## src/rtl/dm_pkg.sv

```systemverilog
// Shared definitions for the dm_1k access arbiter: FSM encoding and address limits.
package dm_pkg;

  typedef enum logic [1:0] {
    IDLE   = 2'd0,
    ACCESS = 2'd1,
    MERGE  = 2'd2,
    ACK    = 2'd3
  } state_e;

  localparam logic [3:0] BE_FULL          = 4'hF;
  localparam logic [9:0] DM_MAX_WORD_ADDR = 10'd1020;

endpackage

```

## src/rtl/dm_arbiter_rr_arb2.sv

```systemverilog
// Two-requester round-robin grant selection; the priority pointer lives in the caller.
module rr_arb2 (
  input  logic req0_i,
  input  logic req1_i,
  input  logic ptr_i,
  output logic gnt_o
);

  // Lone requester wins; on contention the pointer decides.
  always_comb begin
    gnt_o = 1'b0;
    if (req0_i && req1_i) gnt_o = ptr_i;
    else if (req1_i)      gnt_o = 1'b1;
  end

endmodule

```

## src/rtl/dm_arbiter.sv

```systemverilog
// Round-robin sharing of dm_1k's word port between two masters, with byte
// enables implemented as a read-modify-write through a read buffer.
module dm_arbiter
  import dm_pkg::*;
#(
  parameter int AW = 10,
  parameter int DW = 32
) (
  input  logic          clk,
  input  logic          rst_n,
  input  logic          req0,
  input  logic          req1,
  input  logic          we0,
  input  logic          we1,
  input  logic [AW-1:0] addr0,
  input  logic [AW-1:0] addr1,
  input  logic [DW-1:0] wdata0,
  input  logic [DW-1:0] wdata1,
  input  logic [3:0]    be0,
  input  logic [3:0]    be1,
  output logic          ack0,
  output logic          ack1,
  output logic          err0,
  output logic          err1,
  output logic [DW-1:0] rdata,
  output logic          busy,
  output logic [AW-1:0] dm_addr,
  output logic [DW-1:0] dm_din,
  output logic          dm_we,
  input  logic [DW-1:0] dm_dout
);

  state_e        state_q, state_d;
  logic          ptr_q;
  logic          win_q;
  logic          we_q;
  logic [AW-1:0] addr_q;
  logic [DW-1:0] wdata_q;
  logic [3:0]    be_q;
  logic          err_q;
  logic [DW-1:0] rbuf_q;

  logic          gnt;
  logic          sel_we;
  logic [AW-1:0] sel_addr;
  logic [DW-1:0] sel_wdata;
  logic [3:0]    sel_be;
  logic          sel_bad;
  logic [DW-1:0] merged;

  rr_arb2 u_rr_arb2 (
    .req0_i (req0),
    .req1_i (req1),
    .ptr_i  (ptr_q),
    .gnt_o  (gnt)
  );

  // Winner's request fields and the alignment/range check on its address.
  always_comb begin
    sel_we    = gnt ? we1    : we0;
    sel_addr  = gnt ? addr1  : addr0;
    sel_wdata = gnt ? wdata1 : wdata0;
    sel_be    = gnt ? be1    : be0;
    sel_bad   = (sel_addr[1:0] != 2'b00) || (sel_addr > AW'(DM_MAX_WORD_ADDR));
  end

  // Enabled bytes come from the write data, the rest from the word read in ACCESS.
  for (genvar gi = 0; gi < 4; gi++) begin : g_merge
    assign merged[8*gi +: 8] = be_q[gi] ? wdata_q[8*gi +: 8] : rbuf_q[8*gi +: 8];
  end

  // State, priority pointer and latched transaction registers.
  always_ff @(posedge clk or negedge rst_n) begin
    if (!rst_n) begin
      state_q <= IDLE;
      ptr_q   <= 1'b0;
      win_q   <= 1'b0;
      we_q    <= 1'b0;
      addr_q  <= '0;
      wdata_q <= '0;
      be_q    <= '0;
      err_q   <= 1'b0;
      rbuf_q  <= '0;
    end else begin
      state_q <= state_d;
      if (state_q == IDLE && (req0 || req1)) begin
        win_q   <= gnt;
        we_q    <= sel_we;
        addr_q  <= sel_addr;
        wdata_q <= sel_wdata;
        be_q    <= sel_be;
        err_q   <= sel_bad;
      end
      if (state_q == ACCESS) rbuf_q <= dm_dout;
      if (state_q == ACK)    ptr_q  <= ~win_q;
    end
  end

  // Next-state logic and all outputs, decoded from the current state.
  always_comb begin
    state_d = state_q;
    ack0    = 1'b0;
    ack1    = 1'b0;
    err0    = 1'b0;
    err1    = 1'b0;
    rdata   = '0;
    busy    = (state_q != IDLE);
    dm_addr = '0;
    dm_din  = '0;
    dm_we   = 1'b0;
    case (state_q)
      IDLE: begin
        if (req0 || req1) state_d = sel_bad ? ACK : ACCESS;
      end
      ACCESS: begin
        dm_addr = addr_q;
        if (we_q && be_q == BE_FULL) begin
          dm_we   = 1'b1;
          dm_din  = wdata_q;
          state_d = ACK;
        end else if (we_q && be_q != 4'h0) begin
          state_d = MERGE;
        end else begin
          state_d = ACK;
        end
      end
      MERGE: begin
        dm_addr = addr_q;
        dm_we   = 1'b1;
        dm_din  = merged;
        state_d = ACK;
      end
      ACK: begin
        dm_addr = addr_q;
        ack0    = ~win_q;
        ack1    = win_q;
        err0    = ~win_q & err_q;
        err1    = win_q & err_q;
        rdata   = (!we_q && !err_q) ? rbuf_q : '0;
        state_d = IDLE;
      end
      default: state_d = IDLE;
    endcase
  end

endmodule

```

## config.mk

```make
export PLATFORM = sky130hd
export DESIGN_NAME = dm_arbiter
export DESIGN_NICKNAME = d
export VERILOG_FILES = /design/src/rtl/dm_pkg.sv /design/src/rtl/dm_arbiter_rr_arb2.sv /design/src/rtl/dm_arbiter.sv
export SDC_FILE = /design/constraint.sdc
export NUM_CORES = 1
export LEC_CHECK = 0
export ABC_AREA = 1
export CORE_UTILIZATION = 38
export CTS_CLUSTER_SIZE = 10
export DETAILED_ROUTE_END_ITERATION = 8
export GPL_ROUTABILITY_DRIVEN = 1
export GPL_TIMING_DRIVEN = 0
export PLACE_DENSITY = 0.77
export SLEW_MARGIN = 20
export SYNTH_ARGS = -nofsm -noshare
export SYNTH_HDL_FRONTEND = slang
export SYNTH_SLANG_ARGS = --single-unit
```

## constraint.sdc

```tcl
create_clock -name clk -period 1.6 [get_ports clk]
set_clock_uncertainty 0.1 [all_clocks]
set_input_delay 0.16 -clock clk [delete_from_list [all_inputs] [get_ports clk]]
set_output_delay 0.16 -clock clk [all_outputs]
set_load 0.05 [all_outputs]
```

; ---- Word level (Yosys, flattened, before mapping)
; Cells that the tools add are included.
[totals]
mem_count = 0
output_inout_bits = 80
romBits = 0
latch_bits = 0
input_bits = 130
regBits = 84
ramBits = 0
elab_cells = 58
[op_classes]
order_cmp = 1
bitwise_logic = 3
reduce_logical = 14
div_mod_pow = 0
n_eq_ne = 5
shifts = 0
n_mul = 0
n_addsub = 0
n_mux = 26
[ops]
columns = op, n
row1 = $mux W32, 4
row2 = $pmux W32 S2, 1
row3 = $mux W8, 4
row4 = $mux W10, 2
row5 = $gt A10 B10 Y1 const B, 1
row6 = $mux W1, 10
row7 = $pmux W2 S4, 1
row8 = $logic_and A1 B1 Y1, 5
row9 = $eq A2 B2 Y1 const B, 2
row10 = $eq A4 B4 Y1 const B, 1
row11 = $mux W2, 2
row12 = $mux W4, 1
row13 = $reduce_bool A2 Y1, 2
row14 = $reduce_bool A4 Y1, 1
row15 = $reduce_or A3 Y1, 1
row16 = $and A1 B1 Y1, 2
row17 = $eq A2 B1 Y1 const B, 1
row18 = $logic_not A1 Y1, 2
row19 = $logic_not A2 Y1, 1
row20 = $logic_or A1 B1 Y1, 2
row21 = $ne A2 B1 Y1 const B, 1
row22 = $pmux W1 S2, 1
row23 = $not A1 Y1, 1

; ---- Logic depth before layout (Yosys ltp)
; Gate-level depths: netlist of run 1.
[depth]
depth_word = 8
mapped_depth = 8

; ---- Cells and area by module
; From an unflattened synthesis of run 1, not the netlist that was laid out.
[hier_totals]
hier_cells = 690
hier_area_um2 = 4835.9
[modules_own_cells]
columns = module, area_per_inst_um2, seq_area_each_um2, instances, cells_per_inst
row1 = dm_arbiter, 4819.6, 2102.0, 1, 686
row2 = rr_arb2, 16.3, 0.0, 1, 4

; ---- Least setup slack after synthesis of run 1
; OpenSTA, ideal clock, no wires.
[synth_timing]
path_kind = reg2out
from = register state_q[1]
to = output port dm_din[12]
path_slack_ns = -0.600
n_path_buf = 2
required_ns = 1.340
path_stages_with_launch = 7
arrival_ns = 1.940
path_cell_list = dfrtp_1 > inv_1 > ha_1 > buf_2 > clkbuf_1 > nand4_1 > a21oi_1
[synth_via]
elab_chain_len = 2
[synth_lines]
columns = element, line
row1 = start: declaration, dm_arbiter.sv:33  ; state_e state_q, state_d;
row2 = start signal: assignment, dm_arbiter.sv:85  ; state_q <= state_d;
row3 = $eq A2 B2 Y1 or $eq A2 B1 Y1 (tied branches), dm_arbiter.sv:111  ; case (state_q)
row4 = $pmux W32 S2 (*), dm_arbiter.sv:111
row5 = end: declaration, dm_arbiter.sv:28  ; output logic [DW-1:0] dm_din,
; Mark *: on every way between the ends. The rest lies on a longest branch, timed or not.

; ---- Worst setup path after layout of run 1
[layout_timing]
from = register state_q[0]
to = output port dm_din[13]
; Same word-level chain as after synthesis.

==> results of run 1 <==
==> sequential cells by signal, summed over array words and instances (netlist names) <==
signal / cells
wdata_q: 32
addr_q: 10
state_q: 2
be_q: 4
err_q: 1
win_q: 1
ptr_q: 1
we_q: 1
rbuf_q: 32
==> how the worst min path moves through the flow <==
stage / from / end / slack (ps) / cells after the start
CTS: rst_n / rbuf_q[8]$_DFFE_PN0P_ / 270 / 2
global route: wdata1[23] / wdata_q[23]$_DFFE_PN0P_ / 280 / 3
detailed placement: rst_n / rbuf_q[19]$_DFFE_PN0P_ / 80 / 1
floorplan: rst_n / addr_q[0]$_DFFE_PN0P_ / -240 / 0
finish: rst_n / rbuf_q[9]$_DFFE_PN0P_ / 260 / 2
global placement: err_q$_DFFE_PN0P_ / err_q$_DFFE_PN0P_ / 380 / 2
==> cells by family after synthesis <==
family | share of synthesized area, %
simple gates | 19.7
compound gates | 24.4
buf+inv | 10.2
fa+ha+maj | 1.06
flops | 44.6
==> through the flow <==
step / instances / utilization, %
floorplan: 651 / -
global placement: 1028 / 64.5
detailed placement: 1029 / 64.7
CTS: 1067 / 72.6
global route: 1083 / 80.9
finish: 1083 / 80.9
==> routing by layer <==
| layer | track usage [%] | up-vias | wire, um | part of all wire, % |
|---|---|---|---|---|
| met5 | 0 | - | 0 | 0 |
| met4 | 9.56 | 0 | 579 | 2.6 |
| met3 | 3.75 | 53 | 1290 | 5.9 |
| met2 | 52.4 | 289 | 11200 | 51 |
| met1 | 39.3 | 2905 | 8760 | 40 |
| li1 | - | 2701 | - | - |
==> layout make-up <==
cell class,instances,area (um2)
Buffer,49,583
Clock buffer,12,246
Timing Repair Buffer,249,2720
Sequential cell,84,2110
Inverter,65,275
Tap cell,168,210
Clock inverter,4,48.8
Fill cell,733,2300
Multi-Input combinational cell,452,3560
==> cells in the final DEF, fill, tap and decap left out, drive strengths merged <==
master / synthesis / final
a21oi: 144 / 144
buf: 24 / 137
bufinv: 0 / 1
clkbuf: 26 / 44
clkdlybuf4s50: 0 / 128
clkinv: 1 / 5
clkinvlp: 0 / 1
dfrtp: 84 / 84
dlygate4sd3: 0 / 1
ha: 4 / 4
inv: 64 / 62
nand2: 87 / 87
nand3: 7 / 7
nand3b: 1 / 1
nand4: 32 / 32
nor2: 93 / 93
nor3: 1 / 1
o21ai: 76 / 76
o22ai: 7 / 7
==> critical path: stages, from the launching register on <==
cell and delay, ps:
dfrtp_2 460, inv_4 100, ha_4 150, inv_6 70, buf_12 150, a21oi_4 130
o21ai_2 100, a21oi_4 180, buf_6 180
==> cell usage after synthesis <==
library cell,number,share of area [%]
buf_2,13,1.4
nand2_2,1,0.13
buf_1,2,0.16
buf_4,9,1.4
nor3_1,1,0.11
nor2_1,92,7.3
o21ai_2,1,0.19
a21oi_1,144,15
nand3b_1,1,0.16
o21ai_0,73,7.8
inv_1,62,4.9
o22ai_1,7,0.93
nand4_1,32,4.2
o21ai_1,2,0.21
ha_1,4,1.1
nand3_1,7,0.74
clkinv_1,1,0.080
nor2_2,1,0.13
inv_2,2,0.16
dfrtp_1,84,45
clkbuf_1,26,2.1
nand2_1,86,6.9
==> power by group <==
group	total, mW	internal, mW	switching [mW]
Combinational	16.5	6.77	9.77
Clock	2.13	1.25	0.876
Sequential	4.36	3.21	1.14
==> what timing repair did <==
action,CTS,global route
gates cloned,6,8
hold buffers,1,0
resized for setup,638,207
hold endpoints to repair,42,0
endpoints found under the setup margin,133,141
buffers inserted,16,8
pin swaps,37,19
==> metrics.cfg, run 1 <==
[run_status]
status = finished, violations left
violations = setup timing

[clock_network]
cts_buffers = 9
cts_tree = yes
clk_latency_ps = 350
root_buffer = clkbuf_16
htreeDepth = 3
clock_sinks = 84
clockBufferDepth = 2
path_clk_slew_ps = 70

[route]
drt-initial-drc-count = 431
post_drt_wl_per_cell_um = 20.2
drt-vias-per-instance = 5.49
drt-pass1-iter-count = 5
final_antenna_net_count = 0
drt_wl_total_mm = 21.9
via_count = 5948
drc = 0

[timing]
fmax_ghz = 0.469
finalCritPeriodShare_pct = 133
fin_tns_setup_ps = -43780
period_needed_ps = 2130
final_max_slew_viol_count = 0
slew_headroom_pct = 62.6
setup_ws_ps = -533
whs_ps = 264
setup_viol_count_final = 130
tightest_slew_ps = 561
hold_violations = 0
grt_setup_unrepaired = true

[power]
leakagePower_nw = 3.87
ir_worst_vdd_mv = 1.54
power_density_nw_per_um2 = 2360
power_mw = 23.0

[placement]
pre_cts_ws_ps = -940
dpl-instance-area_um2 = 7800
port_buffers = 209
dp_hpwl_mm = 13.9
gp_congestion = 0.851

[worst_setup_path]
rr_startpoint = state_q[1]$_DFFE_PN0P_
crit_arrival_ps = 1870
critical_path_class = flop to output pin
critPathMaxFanout = 8
r2r_cells = 9
cp.required_ps = 1340
crit_path_end_kind = output pin
reg2reg_to = wdata_q[10]$_DFFE_PN0P_
critPathLaunchType = flop
cp-endpoint = dm_din[13]
reg2reg_slack_ps = -370
crit_path_start = state_q[0]$_DFFE_PN0P_

[yosys]
ys_seq_area_share_pct = 44.6
post_synth.cell_area_avg_um2 = 7.24
ys_ff_latch = 84
synth_cell_types = 22
syn_area_um2 = 4710
syn_inst = 651
yosysWarnings = 0
synthesis.nets = 785

[floorplan]
die_w_um = 113
start_util_pct = 39.1
die-area_um2 = 12800
rows = 40
core_area_um2 = 12100
ioPinCount = 210
chipHeight_um = 113

[worst_hold_path]
hold_class = input pin to asynchronous set/reset pin

[global_routing]
grt_start_max_net_pins = 44
overflow = 0
grt_pass1_vias = 5684
antenna_found_initial = 0
grt_pass1_wl_mm = 30.0
track_usage_pct = 30.2

[cells_and_area]
diodes = 0
fin_nets = 1044
fin_area_um2 = 9760
syn_to_final_growth_pct = 107
drive_gt1_share_pct = 43.9

[job]
drv_cap = 0

Note: power is estimated with default switching activity, not from simulation.
==> inputs of run 2 (changes only) <==
--- a/config.mk
+++ b/config.mk
@@ -12,6 +12,7 @@
 export GPL_ROUTABILITY_DRIVEN = 1
 export GPL_TIMING_DRIVEN = 0
 export PLACE_DENSITY = 0.77
+export SETUP_SLACK_MARGIN = 0.5
 export SLEW_MARGIN = 20
 export SYNTH_ARGS = -nofsm -noshare
 export SYNTH_HDL_FRONTEND = slang
==> run 2 against run 1 <==
The run still ends with setup timing left. Sequential share of layout area shrank 2.0 points. Highest routed layer unchanged. Cell area grew 10%. Non-clock buffer count grew 29.
==> metrics.cfg, run 2 (synthesis results as in run 1) <==
[run_status]
status = finished, violations left
violations = setup timing

[route]
drt-initial-drc-count = 600  ; +39%
via_count = 6714  ; +13%
drt-pass1-iter-count = 5  ; unchanged
final_antenna_net_count = 0  ; unchanged
drc = 0  ; unchanged
drt-vias-per-instance = 6.05  ; +10%
post_drt_wl_per_cell_um = 24.8  ; +23%
drt_wl_total_mm = 27.6  ; +26%

[global_routing]
track_usage_pct = 35.9  ; +5.7 points
overflow = 0  ; unchanged
grt_pass1_wl_mm = 34.9  ; +17%
grt_start_max_net_pins = 57  ; +30%
antenna_found_initial = 0  ; unchanged
grt_pass1_vias = 6428  ; +13%

[cells_and_area]
syn_to_final_growth_pct = 128
fin_area_um2 = 10800  ; +10%
reg_top3 = rbuf_q: 32 flops, wdata_q: 32 flops, addr_q: 10 flops
layout_commonest_cell = clkdlybuf4s50_1
diodes = 0  ; unchanged
mostFrequentLayoutCells = clkdlybuf4s50_1, dfrtp_1, buf_6
fin_nets = 1073  ; +2.8%
fin_util_pct = 89.2  ; +8.3 points
drive_gt1_share_pct = 52.0  ; +8.1 points

[worst_setup_path]
cp-endpoint = dm_din[14]
r2r_cells = 9  ; unchanged
rr_startpoint = state_q[0]$_DFFE_PN0P_
cp.required_ps = 1340  ; about the same
crit_arrival_ps = 1990  ; +120 ps
reg2reg_slack_ps = -270  ; +100 ps
critPathBufInv = 4  ; unchanged
cpMaxStageDelayCell = dfrtp_2
crit_path_end_kind = output pin
slowest_delay_ps = 450  ; about the same
crit_path_start = state_q[1]$_DFFE_PN0P_
crit_chain = inv_4 -> ha_2 -> buf_6 -> buf_8 -> nand4_1 -> a21oi_4 -> buf_6
critPathLaunchType = flop
crit_family = buffers and inverters
reg2reg_to = we_q$_DFFE_PN0P_
critPathMaxFanout = 10  ; +2
path_common_cell = buf_6
critical_path_class = flop to output pin
crit_cells = 7  ; -1

[floorplan]
ioPinCount = 210  ; unchanged
chipHeight_um = 113  ; unchanged
core_area_um2 = 12100  ; unchanged
rows = 40  ; unchanged
start_util_pct = 39.1  ; unchanged
die_w_um = 113  ; unchanged
die-area_um2 = 12800  ; unchanged

[timing]
period_needed_ps = 2250  ; +119 ps
final_max_slew_viol_count = 0  ; unchanged
hold_violations = 0  ; unchanged
grt_setup_unrepaired = true
finalCritPeriodShare_pct = 141  ; +7.5 points
whs_ps = 148  ; -115 ps
fmax_ghz = 0.444  ; -5.3%
tightest_slew_ps = 553  ; -8.10 ps
setup_viol_count_final = 161  ; +24%
setup_ws_ps = -652  ; -119 ps
slew_headroom_pct = 63.1  ; +0.54 points

[placement]
gp_congestion = 0.858  ; +0.83%
dp_hpwl_mm = 14.3  ; +2.7%
dpl-instance-area_um2 = 7890  ; +1.1%
port_buffers = 209  ; unchanged

[power]
ir_worst_vdd_mv = 1.54  ; -0.42%
power_density_nw_per_um2 = 2340  ; -0.71%
leakagePower_nw = 4.20  ; +8.6%

[clock_network]
clk_latency_ps = 350  ; about the same
clock_sinks = 84  ; unchanged
htreeDepth = 3  ; unchanged
clockBufferDepth = 2  ; unchanged
cts_buffers = 9  ; unchanged
root_buffer = clkbuf_16
path_clk_slew_ps = 60  ; about the same
cts_tree = yes

[job]
drv_cap = 0  ; unchanged

[worst_hold_path]
hold_class = input pin to asynchronous set/reset pin

run 2: cell count changes in the layout (fill, tap and decap cells not counted), moves of 4 or more:
cell	change
a21oi_1	-19
a21oi_2	+21
buf_12	+5
buf_16	+4
buf_4	-25
buf_8	+39
clkbuf_8	+5
nand2_1	-15
nand2_2	+12
nand2_4	+4
nor2_1	-21
nor2_4	+23
o21ai_0	-30
o21ai_1	+29
run 2: repair_timing:
item | CTS | global route
setup buffers | 27 | 16
endpoints found under the hold margin | 28 | 0
gates cloned | 17 | 6
resized for setup | 815 | 201
hold buffers | 1 | 0
pin swaps | 24 | 36
setup endpoints to repair | 164 | 207
run 2: cell type report:
type / instances / area, um2
well taps: 168 / 210
clock inverters: 2 / 12.5
plain buffers: 50 / 742
flip-flops and latches: 84 / 2110
fillers: 481 / 1310
repair buffers: 277 / 3320
clock buffers: 12 / 246
multi-input cells: 452 / 3850
inverters: 65 / 268
run 2: metal layers:
metal | routed length [um] | global-route usage, % | up-vias
li1 | - | - | 2770
met2 | 14100 | 64.1 | 488
met1 | 9720 | 41.6 | 3295
met4 | 1800 | 18.1 | 0
met3 | 1960 | 5.73 | 161
met5 | 0 | 0 | -
run 2: worst min path at each step:
stage / from / endpoint / slack (ps)
2_1_floorplan: rst_n / addr_q[0]$_DFFE_PN0P_ / -240
3_3_place_gp: err_q$_DFFE_PN0P_ / err_q$_DFFE_PN0P_ / 380
3_5_place_dp: rst_n / rbuf_q[1]$_DFFE_PN0P_ / 10
4_1_cts: rst_n / rbuf_q[1]$_DFFE_PN0P_ / 200
5_1_grt: rst_n / rbuf_q[1]$_DFFE_PN0P_ / 170
6_report: rst_n / rbuf_q[1]$_DFFE_PN0P_ / 150
run 2: metrics by stage:
step | std cells | setup slack [ps] | setup TNS [ps] | power [mW]
2_1_floorplan | 651 | -131 | -3940 | 12.1
3_3_place_gp | 1028 | -2730 | -292860 | 15.2
3_5_place_dp | 1029 | -958 | -68320 | 15.4
4_1_cts | 1088 | -528 | -36520 | 21.4
5_1_grt | 1110 | -666 | -58160 | 25.8
6_report | 1110 | -652 | -54320 | 25.2
run 2: where the power goes:
part / switching (mW) / total [mW] / leakage (nW) / internal (mW)
Clock: 0.893 / 1.97 / 0.125 / 1.08
Sequential: 1.22 / 4.44 / 0.979 / 3.22
Combinational: 10.9 / 18.8 / 3.10 / 7.90
Total: 13.0 / 25.2 / 4.20 / 12.2
==> edit 1, RTL diff (config.mk and constraints of run 2) <==
`AW`: 10 -> 9.
--- a/src/rtl/dm_arbiter.sv
+++ b/src/rtl/dm_arbiter.sv
@@ -5,3 +5,3 @@
 #(
-  parameter int AW = 10,
+  parameter int AW = 9,
   parameter int DW = 32
Interface: changed (resized addr0, addr1 and dm_addr); port bits go from 210 to 207. No check against the original RTL was run, so the function may have changed too.
==> edit 1 against run 2 <==
  * The run ends with hold timing, setup timing left
  * Design area is 6.4% lower
  * Register-to-register slack worse by 390 ps
  * Sequential cell count is 1 lower
  * Area after synthesis is 0.58% lower
  * Wire length is 8.0% lower
  * Total power is 3.9% lower
  * Synthesized cell count is 1.1% lower
  * Worst setup slack worse by 180 ps
  * Highest routed layer is now met5
==> edit 1: results <==
sta:
  hold_slack_ps: -312.5
  final-setup-viol-count: 158
  finalWorstSetupSlack_ps: -832.0
  worst_slew_pin_slew_ps: 549.7
  hold_viol_final: 39
drt:
  vias_per_cell: 6.070
  wl_um: 25380
  vias: 6465
  drtIter0Drc: 718
placement:
  dp_hpwl_um: 13890
  gp_congestion: 0.8795
  pre_cts_ws_ps: -953.4
layout:
  drive_above_1_share_pct: 48.47
  nets: 1046
  fill_cells: 597
  reg_top3: "rbuf_q: 32 flops, wdata_q: 32 flops, addr_q: 9 flops"
run_status:
  status: "complete, but fails checks"
  violations: "hold timing, setup timing"
global_route:
  grt_pass1_vias: 6265
  use_met2_pct: 57.34
  grt_usage_pct: 33.48
  grt_max_degree: 45
yosys:
  ys_seq_area_share_pct: 44.35
  synthesis.nets: 776
  synth_common_cells: "144 x a21oi_1, 90 x nor2_1, 85 x nand2_1, 83 x dfrtp_1, 72 x o21ai_0"
  netlist_top_cells_area: "dfrtp_1 44%, a21oi_1 15%, o21ai_0 7.7%, nor2_1 7.2%, nand2_1 6.8%"
  synth_fa_ha_area_share_pct: 1.069
  synthCells: 644
pwr:
  leakagePower_nw: 3.963
worst_setup_path:
  critPathMaxFanout: 9
  crit_arrival_ps: 2170
-- edit 1: worst max-delay path, stage by stage, from the launching register on --
cell	delay [ps]
dfrtp_2	460
buf_6	130
ha_4	140
buf_12	130
buf_8	150
nand4_1	280
a21oi_4	340
buf_6	200
-- edit 1: kinds of logic after synthesis --
| logic type | count (synthesis) |
|---|---|
| AO/OA/AOI/OAI | 225 |
| AND/OR/NAND/NOR | 218 |
| adder cells (fa/ha/maj) | 4 |
| buffers and inverters | 114 |
| flip-flops | 83 |
-- edit 1: per-stage QoR --
step                      util, %  instance area, um^2  hold WS, ps  TNS [ps]  power, mW
final                       83.83                10070       -312.5    -57690      24.22
after CTS                   77.92                 9359       -286.4    -44620      21.51
after global routing        83.83                10070       -265.1    -61350      24.91
after floorplan                 -                 5645       -235.6     -3294      12.25
after global placement      65.70                 7891        370.6   -277280      15.30
after detailed placement    65.91                 7916        69.73    -64420      15.58
-- edit 1: area by class of cell --
| class | instances | area share, % |
|---|---|---|
| clock inverters | 4 | 0.9692 |
| flip-flops and latches | 83 | 20.69 |
| inverters | 65 | 2.734 |
| repair buffers | 257 | 27.98 |
| clock buffers | 11 | 2.510 |
| well taps | 147 | 1.827 |
| plain buffers | 49 | 6.672 |
| repair inverters | 2 | 0.1864 |
| multi-input cells | 447 | 36.43 |
-- edit 1: routing by layer --
metal  part of all wire (%)  wire (um)  vias to the layer above
met1                     35       8945                     3102
met3                    9.1       2301                      148
met5                   0.20         50                        -
met2                     49      12370                      497
met4                    6.7       1712                        2
li1                       -          -                     2716
-- edit 1: power breakdown --
group          switching [mW]  internal [mW]  total [mW]
combinational            10.3           7.14        17.4
sequential               1.11           3.17        4.28
clock                   0.896           1.60        2.50
-- edit 1: worst paths after layout --
| kind | cells past startpoint | endpoint | startpoint |
|---|---|---|---|
| min in group clk | 3 | wdata_q[28] | wdata1[28] |
| worst max register to register | 11 | be_q[2] | state_q[0] |
| max in group asynchronous | 2 | state_q[0] | rst_n |
| worst min-delay path | 1 | rbuf_q[21] | rst_n |
| worst min register to register | 2 | rbuf_q[0] | rbuf_q[0] |
| worst max-delay path | 7 | dm_din[5] | state_q[0] |
-- edit 1: repair_timing --
item	CTS	global route
gates cloned	19	2
buffers inserted	19	12
resized for setup	724	147
pin swaps	38	36
endpoints found under the hold margin	39	39
setup endpoints to repair	162	162
==> edit 2, RTL diff (flow settings as in run 2) <==
Without the edit above. Reset style: synchronous (`rst_n`), changed in one clocked block.
--- a/src/rtl/dm_arbiter.sv
+++ b/src/rtl/dm_arbiter.sv
@@ -72,3 +72,3 @@
   // State, priority pointer and latched transaction registers.
-  always_ff @(posedge clk or negedge rst_n) begin
+  always_ff @(posedge clk) begin
     if (!rst_n) begin
Behaviour: differs if rst_n is asserted again (counterexample within 4 cycles, from zero or initial values and one cycle with rst_n low); with rst_n held inactive, the same outputs for 10 cycles.
==> edit 2 against run 2 <==
  * The flow still finishes with violations (setup timing)
  * Worst setup slack improved by 8.6 ps
  * Utilization up 0.35 points
  * First-iteration DRC count increased by 59%
  * Area after synthesis barely moved
  * Wire length is 1.0% higher
  * Total power is 26% lower
  * Design area up 0.40%
  * Sequential cell count stayed put
  * Sequential share of layout area decreased by 3.9 points
  * Die area about the same
  * Non-clock buffer count is 1 lower
  * Critical endpoint is now dm_din[2]
  * Highest routed layer unchanged
==> edit 2: results <==
yosys:
  ys_types: 20
  synth_ff_type: "dfxtp_1"
  synth_fa_ha_area_share_pct: 1.063
  synth_top_family_by_area: "simple AND/OR/NAND/NOR gates"
  ys_seq_area_share_pct: 35.72
  ys_warn_count: 0
  synth_common_cells: "186 x nand2_1, 114 x a21oi_1, 110 x inv_1, 110 x nor2_1, 84 x dfxtp_1"
  synthesis.nets: 923
  synth_compound_area_share_pct: 19.69
  netlist_top_cells_area: "dfxtp_1 36%, nand2_1 15%, a21oi_1 12%, inv_1 8.8%, nor2_1 8.8%"
clock_network:
  post_cts_resized: 719
  cts_setup_buffers: 30
pwr:
  switching_share_pct: 47.21
  p_comb_mw: 12.8
  peakVddDrop_v: 0.0009590
  leakagePower_nw: 4.454
  p_seq_mw: 3.68
  power_clock_mw: 2.28
sta:
  setup-tns-final_ps: -53250
  hold_viol_final: 0
  worst_slew_pin_slew_ps: 808.4
  final-setup-viol-count: 131
  finalWorstSetupSlack_ps: -643.9
  hold_slack_ps: 329.6
worst_setup_path:
  timing.rr.end: "wdata_q[24]"
  cpPeakStageDelay_ps: 390
  r2r-start: "state_q[0]"
  crit_slowest_cell: "dfxtp_4"
  reg2reg_depth: 13
  r2r_slack_ps: -430
  critPathTopFamily: "compound AO/OA/AOI/OAI gates"
  critical_path.endpoint: "dm_din[2]"
placement:
  placed_area_um2: 8185
  dp_hpwl_um: 13670
  gp_congestion: 0.8452
run_status:
  violations: "setup timing"
  status: "complete, but fails checks"
drt:
  wl_met2_um: 13220
  drt_pre_antenna_iters: 6
  dr_wl_met3_um: 2458
  routedLengthMet1_um: 10200
  vias_per_cell: 5.730
  drtIter0Drc: 956
  wl_um: 27870
global_route:
  use_met2_pct: 56.56
  grt_use_met1_pct: 39.83
  grt_pass1_vias: 6105
  grt_pass1_wl_um: 32090
  grt_usage_pct: 32.43
worst_hold_path:
  hold_path_end: "rbuf_q[12]"
layout:
  stdcell_count: 1249
  drive_above_1_share_pct: 46.62
[edit 2: changes by cell type in the layout (fill, tap and decap cells not counted), sizes merged, moves of 2 or more]
cell / run 2 / this run
o21ai: 76 / 65
nor2: 93 / 111
a21oi: 144 / 115
clkinv: 2 / 5
nand3: 7 / 55
nand4: 32 / 1
nand2: 87 / 186
dfxtp: 0 / 84
o22ai: 7 / 0
clkinvlp: 4 / 2
inv: 61 / 111
dfrtp: 84 / 0
[edit 2: worst reg2reg max path: stages (launching register included)]
cell	delay (ps)
dfxtp_4	390
inv_6	90
ha_4	170
buf_12	120
clkinv_8	50
a21oi_4	190
buf_6	140
buf_12	130
buf_12	110
buf_16	120
nor2_2	50
nor2_1	150
nand2_1	90
inv_1	60
[edit 2: area by class of cell]
class | instances | area (um^2)
multi-input cells | 540 | 4079
repair buffers | 276 | 3401
inverters | 115 | 475.5
plain buffers | 50 | 618.1
clock buffers | 12 | 266.5
clock inverters | 4 | 56.30
well taps | 168 | 210.2
flip-flops and latches | 84 | 1693
fillers | 467 | 1262
